**config.mk**
```make
export PLATFORM = sky130hd
export DESIGN_NAME = mos6502_cycle_sequencer
export DESIGN_NICKNAME = d
export VERILOG_FILES = /design/src/rtl/mos6502_cycle_sequencer.sv
export SDC_FILE = /design/constraint.sdc
export NUM_CORES = 1
export LEC_CHECK = 0
export ABC_CLOCK_PERIOD_IN_PS = 1800
export CAP_MARGIN = 30
export CORE_MARGIN = 2
export CORE_UTILIZATION = 41
export CTS_CLUSTER_DIAMETER = 30
export CTS_CLUSTER_SIZE = 10
export DETAILED_ROUTE_END_ITERATION = 10
export GPL_ROUTABILITY_DRIVEN = 0
export GPL_TIMING_DRIVEN = 1
export PLACE_DENSITY_LB_ADDON = 0.15
export SLEW_MARGIN = 20
export SYNTH_ARGS = -nofsm -noshare
export SYNTH_HDL_FRONTEND = slang
export SYNTH_SLANG_ARGS = --single-unit
export TNS_END_PERCENT = 30
```
**constraint.sdc**
```tcl
create_clock -name CLK -period 1.8 [get_ports CLK]
set_input_delay 0.45 -clock CLK [delete_from_list [all_inputs] [get_ports CLK]]
set_output_delay 0.45 -clock CLK [all_outputs]
set_load 0.02 [all_outputs]
```
**src/rtl/mos6502_cycle_sequencer.sv**
```systemverilog
// 6502 instruction-cycle sequencer: produces T0, T1/SYNC and TRES2, and tracks
// T2..T5 extra cycles with a runaway-instruction timeout.
module mos6502_cycle_sequencer #(
  parameter int RST_CYCLES = 2,
  parameter int MAX_EXTRA  = 4
) (
  input  logic       CLK,
  input  logic       n_RES,
  input  logic       n_ready,
  input  logic       WR,
  input  logic       ENDS,
  input  logic       ENDX,
  output logic       T0,
  output logic       T1,
  output logic       SYNC,
  output logic       TRES2,
  output logic [2:0] T_EXT,
  output logic       TO_ERR
);

  // state | meaning
  // S_RST | post-reset startup, counting RST_CYCLES before the first T0
  // S_T0  | last cycle of the previous instruction
  // S_T1  | opcode fetch (SYNC)
  // S_TX  | extra cycle T2+, index in r_ext_cnt
  typedef enum logic [1:0] {S_RST, S_T0, S_T1, S_TX} state_t;

  localparam logic [2:0] RST_LAST = 3'(RST_CYCLES - 1);
  localparam logic [2:0] EXT_LAST = 3'(MAX_EXTRA - 1);

  state_t     r_state;
  logic [2:0] r_rst_cnt;
  logic [2:0] r_ext_cnt;
  logic       r_to_err;
  logic       w_step;

  // Write cycles cannot be stretched by RDY on the 6502.
  assign w_step = ~n_ready | WR;

  always_ff @(posedge CLK or negedge n_RES) begin
    if (!n_RES) begin
      r_state   <= S_RST;
      r_rst_cnt <= 3'd0;
      r_ext_cnt <= 3'd0;
      r_to_err  <= 1'b0;
    end else begin
      case (r_state)
        S_RST: begin
          r_rst_cnt <= r_rst_cnt + 3'd1;
          if (r_rst_cnt == RST_LAST) r_state <= S_T0;
        end
        S_T0: begin
          if (w_step) r_state <= S_T1;
        end
        S_T1: begin
          if (w_step) begin
            if (ENDS) begin
              r_state <= S_T0;
            end else begin
              r_state   <= S_TX;
              r_ext_cnt <= 3'd0;
            end
          end
        end
        S_TX: begin
          if (w_step) begin
            if (ENDX) begin
              r_state   <= S_T0;
              r_ext_cnt <= 3'd0;
            end else if (r_ext_cnt == EXT_LAST) begin
              r_state   <= S_T0;
              r_ext_cnt <= 3'd0;
              r_to_err  <= 1'b1;
            end else begin
              r_ext_cnt <= r_ext_cnt + 3'd1;
            end
          end
        end
        default: r_state <= S_RST;
      endcase
    end
  end

  assign T0     = (r_state == S_T0);
  assign T1     = (r_state == S_T1);
  assign SYNC   = (r_state == S_T1);
  assign TRES2  = (r_state == S_RST) || (r_state == S_T0);
  assign T_EXT  = (r_state == S_TX) ? r_ext_cnt : 3'd0;
  assign TO_ERR = r_to_err;

endmodule
```
==> results.cfg, run 1 <==
[logic_synthesis]
synth_cells = 52
synth_area_per_cell_sq_um = 10.7
synth_area_sq_um = 557
synth_nets = 66
synth.ff_latch_count = 9
yosysWarnings = 0
ys_types = 24
yosysSeqAreaShare_pct = 40.4

[worst_setup_path]
critical_path_class = reg -> reg
worstPathRequired_ns = 1.98
r2r-end = r_state[0]$_DFFE_PN0P_
slowest_stage = dfrtp_1
cp-end-kind = register
slowest_delay_ns = 0.42
start_kind = register
worst-r2r-setup-slack_ns = -0.09
worstRegToRegCells = 7
cp_max_fo = 3
worstPathArrival_ns = 2.06
crit_chain = inv_2 -> ha_4 -> buf_6 -> or3_4 -> a222oi_1 -> buf_4 -> mux2i_1
r2r-start = r_state[1]$_DFFE_PN0P_

[sta]
setup_viol = 6
slew_headroom_pct = 71.2
rsz0062_at_grt = yes
hold_viol = 0
worst_pin_slew_ns = 0.430
max_freq_mhz = 530
slew_violations = 0
post-route-min-period_ns = 1.89
fin_ws_ns = -0.0883
min_period_over_period_pct = 105
whs_ns = 0.476
tns_ns = -0.339
fin_worst_skew_ns = 0.00576

[cts]
clkSinkCount = 9
worstSkewPairLatency_ns = 0.27
ctsRootBufferMaster = clkbuf_4
clk_pin_slew_ns = 0.07
h-tree-depth = 1
cts_tree = yes
numCtsBuffers = 3
clk_path_buf_depth = 2
cts-hold-fix-buffers = 0

[layout]
layout-drive-gt1-share_pct = 40.5
finalCoreUtilization_pct = 64.1
final_nets = 94
fill_cells = 109
area_growth_pct = 47.9
antenna_cells = 0

[power]
power_leakage_nw = 0.411
p_sw_share_pct = 38.3
vdd_drop_max_mv = 0.858
pwr-share-seq_pct = 28.2
share_comb_of_total_power_pct = 58.4
p_clk_share_pct = 13.4
p_int_mw = 0.768
power_density_nw_per_um2 = 1510
p_sw_mw = 0.477

[place]
port_buffers = 13
place_ws_ns = -0.128
dp_hpwl_microns = 865

[die]
start_util_pct = 43.3
rows = 13
coreArea_sq_um = 1280
die-area_sq_um = 1670
io_pins = 14
die_h_microns = 40.9
chipWidth_microns = 40.9

[detailed_routing]
drt_wl_total_microns = 1170
vias = 451
antenna_left = 0
firstDrtPassIters = 4
wl_per_cell_microns = 12.4
viasPerCell = 4.80
drt_iter0_drc = 4
drcViolationCount = 0

[job]
maxCapViolCount = 0

[grt]
grt_overflow = 0
antenna_found_initial = 0
grt_pass1_vias = 424
grt_max_degree = 10
grt_pass1_wl_microns = 1820
grt.total_usage_pct = 17.9

[status]
outcome = finished with violations
violations = setup timing

[min_path]
hold_path.class = in -> async
[worst max path at each step]
stage | from | to | slack [ns] | cells after the start
after floorplan | r_state[0]$_DFFE_PN0P_ | r_state[0]$_DFFE_PN0P_ | 0.02 | 5
after global placement | r_state[0]$_DFFE_PN0P_ | TRES2 | -0.10 | 4
after detailed placement | r_state[0]$_DFFE_PN0P_ | TRES2 | -0.13 | 4
after CTS | r_state[0]$_DFFE_PN0P_ | r_state[0]$_DFFE_PN0P_ | -0.04 | 6
after global routing | r_state[1]$_DFFE_PN0P_ | r_state[0]$_DFFE_PN0P_ | -0.15 | 7
final | r_state[1]$_DFFE_PN0P_ | r_state[0]$_DFFE_PN0P_ | -0.09 | 7
[per-stage QoR]
step | instances | cell area, sq um | power [mW]
global placement | 86 | 753 | 0.970
detailed placement | 86 | 753 | 0.982
finish | 94 | 823 | 1.25
floorplan | 52 | 559 | 0.708
global route | 94 | 823 | 1.35
CTS | 91 | 779 | 1.15
[logic make-up after synthesis]
group	share of synthesized area (%)
AOI/OAI and AO/OA	7.86
muxes	7.64
and+or+nand+nor	19.6
buffers and inverters	3.37
DFF	40.5
adders and majority gates	18.0
xor gates and xnor gates	3.15
[state kept, by name (all words and copies together), names as in the netlist]
| name | flops |
|---|---|
| r_state | 2 |
| r_rst_cnt | 3 |
| TO_ERR | 1 |
| r_ext_cnt | 3 |
[Yosys cell counts (all sizes together)]
cell | instances | area [sq um]
ha | 8 | 100
mux2i | 2 | 20.0
nor2b | 4 | 25.0
xor2 | 1 | 8.76
or2 | 1 | 6.26
o21a | 1 | 7.51
and3 | 1 | 6.26
or3 | 1 | 6.26
nor3 | 1 | 5.00
mux2 | 2 | 22.5
buf | 1 | 7.51
dfrtp | 9 | 225
nor2 | 2 | 7.51
nand2 | 2 | 7.51
xnor2 | 1 | 8.76
nand2b | 3 | 18.8
o211ai | 1 | 7.51
a21oi | 1 | 5.00
a31o | 1 | 8.76
or2b | 1 | 7.51
and2 | 3 | 18.8
a222oi | 1 | 10.0
o21ai | 1 | 5.00
inv | 3 | 11.3
[metal layers]
metal | wire, microns | track usage, % | vias up | share of wire, %
met5 | 0 | 0 | - | 0
met4 | 29 | 13.3 | 0 | 2.5
met3 | 43 | 6.52 | 5 | 3.7
met2 | 552 | 27.7 | 10 | 47
met1 | 541 | 19.6 | 206 | 46
li1 | - | - | 230 | -
[critical path, delay by kind of cell (launching register included)]
family                     cells  cell delay (ns)
DFF                            1             0.42
adders and majority gates      1             0.16
and+or+nand+nor                1             0.35
AOI/OAI and AO/OA              1             0.30
muxes                          1             0.20
buffers and inverters          3             0.36
[cell usage in the layout, fill, tap and decap left out]
cell type        count
a21oi_1              1
a222oi_1             1
a31o_2               1
and2_1               3
and3_1               1
buf_2                4
buf_4                9
buf_6                2
clkbuf_1             1
clkbuf_2             3
clkbuf_4             3
clkdlybuf4s50_1      6
dfrtp_1              8
dfrtp_2              1
ha_1                 5
ha_4                 3
inv_1                1
inv_2                2
mux2_2               2
mux2i_1              2
nand2_1              2
nand2b_1             3
nor2_1               2
nor2b_1              4
nor3_1               1
o211ai_1             1
o21a_1               1
o21ai_0              1
or2_2                1
or2b_1               1
or3_4                1
xnor2_1              1
xor2_1               1
[power by group through the flow]
stage | Combinational [mW] | Clock, mW | Sequential [mW]
floorplan | 0.381 | 0 | 0.327
global placement | 0.632 | 0 | 0.337
detailed placement | 0.641 | 0 | 0.341
CTS | 0.648 | 0.167 | 0.336
global route | 0.807 | 0.180 | 0.360
finish | 0.727 | 0.166 | 0.352
[final cells by class]
class	instances	area, sq um	area share (%)
clock buffers	4	26.3	3.19
inverters	3	11.3	1.37
multi-input cells	39	355	43.2
flip-flops and latches	9	226	27.5
well taps	15	18.8	2.28
repair buffers	24	185	22.5
[what timing repair did]
action                                  CTS  global route
pin swaps                                 1             3
resized for setup                        24            12
endpoints found under the setup margin    9             9
setup buffers                             1             3
hold endpoints to repair                  0             0
Note: power is estimated with default switching activity, not from simulation.
==> inputs of run 2 (changes only) <==
--- a/config.mk
+++ b/config.mk
@@ -5,16 +5,17 @@
 export SDC_FILE = /design/constraint.sdc
 export NUM_CORES = 1
 export LEC_CHECK = 0
-export ABC_CLOCK_PERIOD_IN_PS = 1800
+export ABC_CLOCK_PERIOD_IN_PS = 2150
 export CAP_MARGIN = 30
-export CORE_MARGIN = 2
-export CORE_UTILIZATION = 41
+export CORE_AREA = 3 3 40 42
 export CTS_CLUSTER_DIAMETER = 30
 export CTS_CLUSTER_SIZE = 10
 export DETAILED_ROUTE_END_ITERATION = 10
+export DIE_AREA = 0 0 43 45
 export GPL_ROUTABILITY_DRIVEN = 0
 export GPL_TIMING_DRIVEN = 1
 export PLACE_DENSITY_LB_ADDON = 0.15
+export REMOVE_ABC_BUFFERS = 1
 export SLEW_MARGIN = 20
 export SYNTH_ARGS = -nofsm -noshare
 export SYNTH_HDL_FRONTEND = slang
==> constraint.sdc (replaced) <==
create_clock -name CLK -period 2.15 [get_ports CLK]
set_input_delay 0.5375 -clock CLK [delete_from_list [all_inputs] [get_ports CLK]]
set_output_delay 0.5375 -clock CLK [all_outputs]
set_load 0.02 [all_outputs]
==> run 2 against run 1 <==
  * The run now ends clean
  * Cell count shrank 11%
  * Sequential cell count is the same
  * Clock skew shrank 0.0014 ns
  * Core utilization shrank 7.6 points
  * Combinational power shrank 40%
  * Setup slack gained 0.25 ns
  * Critical path type is now reg -> out
==> results.cfg, run 2 (same netlist as run 1, synthesis figures left out) <==
[grt]
grt_pass1_wl_microns = 1840
antenna_found_initial = 0
grt_pass1_vias = 463
grt.total_usage_pct = 12.9
grt_overflow = 0
grt_max_degree = 10

[worst_setup_path]
start_kind = register
cp-end-kind = primary output
worst-r2r-setup-slack_ns = 0.18
cp_max_fo = 6
cp-startpoint = r_state[0]$_DFFE_PN0P_
slowest_delay_ns = 0.42
worstPathArrival_ns = 1.45
critical_path_class = reg -> out
worstPathRequired_ns = 1.61
crit_chain = inv_1 -> ha_1 -> dlygate4sd2_1
r2r-start = r_state[0]$_DFFE_PN0P_
slowest_stage = dfrtp_1

[die]
chipWidth_microns = 43
die-area_sq_um = 1940
rows = 13
coreArea_sq_um = 1280
start_util_pct = 43.3
die_h_microns = 45
io_pins = 14

[sta]
post-route-min-period_ns = 1.99
worst_pin_slew_ns = 0.511
tns_ns = 0
slew_violations = 0
setup_viol = 0
hold_viol = 0
fin_worst_skew_ns = 0.00440
max_freq_mhz = 503
rsz0062_at_grt = no
slew_headroom_pct = 65.9
min_period_over_period_pct = 92.5
whs_ns = 0.461

[layout]
register_area_sq_um = 225
stdcell_area_sq_um = 726
largest_registers = r_ext_cnt (3), r_rst_cnt (3), r_state (2)
fill_cells = 121
antenna_cells = 0
final_common_cell = dfrtp_1
final_cell_mix = 9 x dfrtp_1, 7 x ha_1, 6 x clkdlybuf4s50_1
final_nets = 84
multi_input_area_sq_um = 315
area_growth_pct = 30.3
layout-drive-gt1-share_pct = 14.5

[cts]
numCtsBuffers = 3
clkSinkCount = 9
worstSkewPairLatency_ns = 0.27
clk_path_buf_depth = 2
ctsRootBufferMaster = clkbuf_4
postCtsSetupRepairBufs = 0
clk_pin_slew_ns = 0.06
h-tree-depth = 1
cts_tree = yes

[power]
p_clk_share_pct = 15.8
pwr-share-seq_pct = 33.1
power_density_nw_per_um2 = 1170
power_leakage_nw = 0.385
share_comb_of_total_power_pct = 51.1
p_sw_mw = 0.338
p_int_mw = 0.511
p_sw_share_pct = 39.9
vdd_drop_max_mv = 0.703

[detailed_routing]
drt_wl_total_microns = 1060
drcViolationCount = 0
antenna_left = 0
viasPerCell = 5.12
wl_per_cell_microns = 12.6
drt_iter0_drc = 11
vias = 430
firstDrtPassIters = 4

[place]
port_buffers = 13
dp_hpwl_microns = 830
placed_cell_area_sq_um = 706

[status]
outcome = complete, no violations

[min_path]
worstHoldStart = r_rst_cnt[2]$_DFFE_PN0N_
hold_path.class = reg -> reg

[job]
maxCapViolCount = 0
==> run 2: cell types whose count changed in the layout (fill, tap and decap cells not counted), sizes merged <==
cell,delta
clkbuf,-2
dlymetal6s2s,+1
dlygate4sd2,+5
buf,-14
==> run 2: power by group through the flow <==
stage	Clock [mW]	Combinational [mW]	Sequential, mW
floorplan	0	0.309	0.273
global placement	0	0.453	0.282
detailed placement	0	0.466	0.283
CTS	0.137	0.450	0.282
global route	0.142	0.489	0.293
finish	0.134	0.434	0.281
==> run 2: layer usage <==
metal / GRT usage [%] / vias to the layer above / share of wire (%) / routed length, microns
met2: 19.2 / 17 / 45 / 470
met1: 16.8 / 201 / 45 / 471
li1: - / 207 / - / -
met5: 0 / - / 0 / 0
met3: 2.79 / 5 / 7.5 / 79
met4: 9.04 / 0 / 3.2 / 34
==> run 2: layout make-up <==
class | instances | share of cell area (%)
inverters | 3 | 1.55
repair buffers | 14 | 17.8
multi-input cells | 39 | 43.4
clock buffers | 4 | 3.62
flip-flops and latches | 9 | 31.0
well taps | 15 | 2.59
==> run 2: worst paths after layout <==
| kind | to | cells past startpoint |
|---|---|---|
| hold reg to reg | r_rst_cnt[2]$_DFFE_PN0N_ | 1 |
| hold / removal | r_rst_cnt[2]$_DFFE_PN0N_ | 1 |
| setup / recovery | T1 | 3 |
| setup reg to reg | r_state[1]$_DFFE_PN0P_ | 5 |
| max in group asynchronous | r_state[1]$_DFFE_PN0P_ | 1 |
| min in group asynchronous | r_ext_cnt[0]$_DFFE_PN0P_ | 1 |
==> run 2: critical path, delay by kind of cell (launching register included) <==
family     cells  cell delay [ns]
buf+inv        2             0.49
fa+ha+maj      1             0.28
flops          1             0.42
==> run 2: timing repair <==
item / in CTS / in global routing
setup endpoints to repair: 6 / 2
resized for setup: 7 / 3
endpoints found under the hold margin: 0 / 0
hold buffers: 0 / 0
==> run 2: stage by stage <==
step / instances / total power, mW / utilization, % / worst slack [ns]
2_1_floorplan: 51 / 0.583 / - / 0.227
3_3_place_gp: 80 / 0.735 / 54.9 / 0.0891
3_5_place_dp: 80 / 0.749 / 54.9 / 0.104
4_1_cts: 84 / 0.868 / 56.6 / -0.00270
5_1_grt: 84 / 0.923 / 56.5 / 0.0712
6_report: 84 / 0.849 / 56.5 / 0.161
==> inputs of run 3 (changes only) <==
--- a/config.mk
+++ b/config.mk
@@ -5,7 +5,7 @@
 export SDC_FILE = /design/constraint.sdc
 export NUM_CORES = 1
 export LEC_CHECK = 0
-export ABC_CLOCK_PERIOD_IN_PS = 2150
+export ABC_CLOCK_PERIOD_IN_PS = 2550
 export CAP_MARGIN = 30
 export CORE_AREA = 3 3 40 42
 export CTS_CLUSTER_DIAMETER = 30
@@ -16,7 +16,6 @@
 export GPL_TIMING_DRIVEN = 1
 export PLACE_DENSITY_LB_ADDON = 0.15
 export REMOVE_ABC_BUFFERS = 1
-export SLEW_MARGIN = 20
 export SYNTH_ARGS = -nofsm -noshare
 export SYNTH_HDL_FRONTEND = slang
 export SYNTH_SLANG_ARGS = --single-unit
==> constraint.sdc (replaced) <==
create_clock -name CLK -period 2.55 [get_ports CLK]
set_input_delay 0.6375 -clock CLK [delete_from_list [all_inputs] [get_ports CLK]]
set_output_delay 0.6375 -clock CLK [all_outputs]
set_load 0.02 [all_outputs]
==> run 3 against run 2 <==
  * Total power is 17% lower
  * Cell count decreased by 1.2%
  * First-iteration DRC count fell by 36%
  * Combinational power decreased by 15%
  * Die area unchanged
  * Core utilization grew 0.097 points
  * Hold slack better by 0.0090 ns
  * Largest power group unchanged
==> results.cfg, run 3 (same netlist as run 1, synthesis figures left out) <==
[status]
outcome = complete, no violations

[cts]
clk_pin_slew_ns = 0.06
clkSinkCount = 9
worstSkewPairLatency_ns = 0.25
cts-hold-fix-buffers = 0
clk_path_buf_depth = 2
numCtsBuffers = 3
ctsRootBufferMaster = clkbuf_4
postCtsSetupRepairBufs = 0
h-tree-depth = 1
cts_tree = yes

[sta]
post-route-min-period_ns = 2.30
tns_ns = 0
worst_pin_slew_ns = 0.493
slew_headroom_pct = 67.1
setup_viol = 0
fin_worst_skew_ns = 0.00380
rsz0062_at_grt = no
slew_violations = 0
hold_viol = 0
max_freq_mhz = 435
min_period_over_period_pct = 90.1

[die]
io_pins = 14
coreArea_sq_um = 1280
die_h_microns = 45
die-area_sq_um = 1940
chipWidth_microns = 43
start_util_pct = 43.3
rows = 13

[power]
p_clk_share_pct = 14.6
p_sw_share_pct = 38.2
vdd_drop_max_mv = 0.654
power_leakage_nw = 0.355
power_density_nw_per_um2 = 975
share_comb_of_total_power_pct = 51.9
pwr-share-seq_pct = 33.5
p_int_mw = 0.438
p_sw_mw = 0.271

[layout]
area_growth_pct = 30.6
stdcell_area_sq_um = 727
largest_registers = r_ext_cnt (3), r_rst_cnt (3), r_state (2)
layout-drive-gt1-share_pct = 10.3
antenna_cells = 0
finalCoreUtilization_pct = 56.6
fill_cells = 118
final_cell_mix = 12 x clkdlybuf4s50_1, 9 x dfrtp_1, 8 x ha_1
final_nets = 83
final_common_cell = clkdlybuf4s50_1

[worst_setup_path]
slowest_stage = clkdlybuf4s50_1
crit_buf_inv = 2
start_kind = register
worstPathRequired_ns = 1.91
critical_path_class = reg -> out
slowest_delay_ns = 0.64
cp_max_fo = 6
crit_chain = inv_1 -> ha_1 -> clkdlybuf4s50_1
cp_top_family = buffers and inverters
cp-end-kind = primary output
worstPathArrival_ns = 1.66

[detailed_routing]
drt_iter0_drc = 7
drcViolationCount = 0
viasPerCell = 4.92
wl_per_cell_microns = 11.0
drt_wl_total_microns = 910
antenna_left = 0
firstDrtPassIters = 4
vias = 408

[place]
dp_hpwl_microns = 735
placed_cell_area_sq_um = 698
port_buffers = 13

[min_path]
hold_path.class = reg -> reg

[grt]
grt_pass1_vias = 400
grt_pass1_wl_microns = 1620
antenna_found_initial = 0
grt_overflow = 0
grt_max_degree = 10
grt.total_usage_pct = 10.9

[job]
maxCapViolCount = 0
==> run 3: layer usage <==
layer / GRT usage, % / share of wire (%) / wire (microns)
met4: 3.61 / 0.66 / 6
met1: 14.9 / 49 / 449
met5: 0 / 0 / 0
met2: 17.4 / 44 / 398
met3: 2.39 / 6.0 / 55
==> run 3: power groups by stage <==
| stage | clock network [mW] | registers, mW | logic, mW |
|---|---|---|---|
| finish | 0.103 | 0.237 | 0.368 |
| global route | 0.117 | 0.245 | 0.405 |
| CTS | 0.108 | 0.238 | 0.376 |
| detailed placement | 0 | 0.240 | 0.372 |
| global placement | 0 | 0.237 | 0.372 |
| floorplan | 0 | 0.231 | 0.261 |
==> run 3: final cells by class <==
type	count	area [sq um]	share of cell area (%)
clock buffer	4	26.3	3.61
inverter	3	11.3	1.55
multi-input combinational	39	313	43.0
sequential	9	225	31.0
tap	15	18.8	2.58
timing repair buffer	13	133	18.2
==> run 3: metrics by stage <==
stage,power (mW),setup WS (ns),cells,hold slack (ns)
2_1_floorplan,0.491,0.627,51,0.342
3_3_place_gp,0.609,0.336,79,0.453
3_5_place_dp,0.612,0.322,79,0.462
4_1_cts,0.722,0.0348,83,0.470
5_1_grt,0.767,0.149,83,0.492
6_report,0.709,0.253,83,0.470
==> run 3: final timing paths <==
check / start / end / slack [ns] / cells past startpoint
worst min register to register: r_rst_cnt[2]$_DFFE_PN0N_ / r_rst_cnt[2]$_DFFE_PN0N_ / 0.47 / 1
worst min-delay path: r_rst_cnt[2]$_DFFE_PN0N_ / r_rst_cnt[2]$_DFFE_PN0N_ / 0.47 / 1
worst max-delay path: r_state[0]$_DFFE_PN0P_ / SYNC / 0.25 / 3
min in group asynchronous: n_RES / r_ext_cnt[2]$_DFFE_PN0P_ / 0.68 / 1
worst max register to register: r_state[0]$_DFFE_PN0P_ / r_state[0]$_DFFE_PN0P_ / 0.64 / 5
max in group asynchronous: n_RES / r_state[1]$_DFFE_PN0P_ / 1.58 / 1
==> run 3: repair_timing <==
| action | in CTS | in global routing |
|---|---|---|
| endpoints found under the hold margin | 0 | 0 |
| gates resized for setup | 0 | 1 |
| setup endpoints to repair | 0 | 1 |
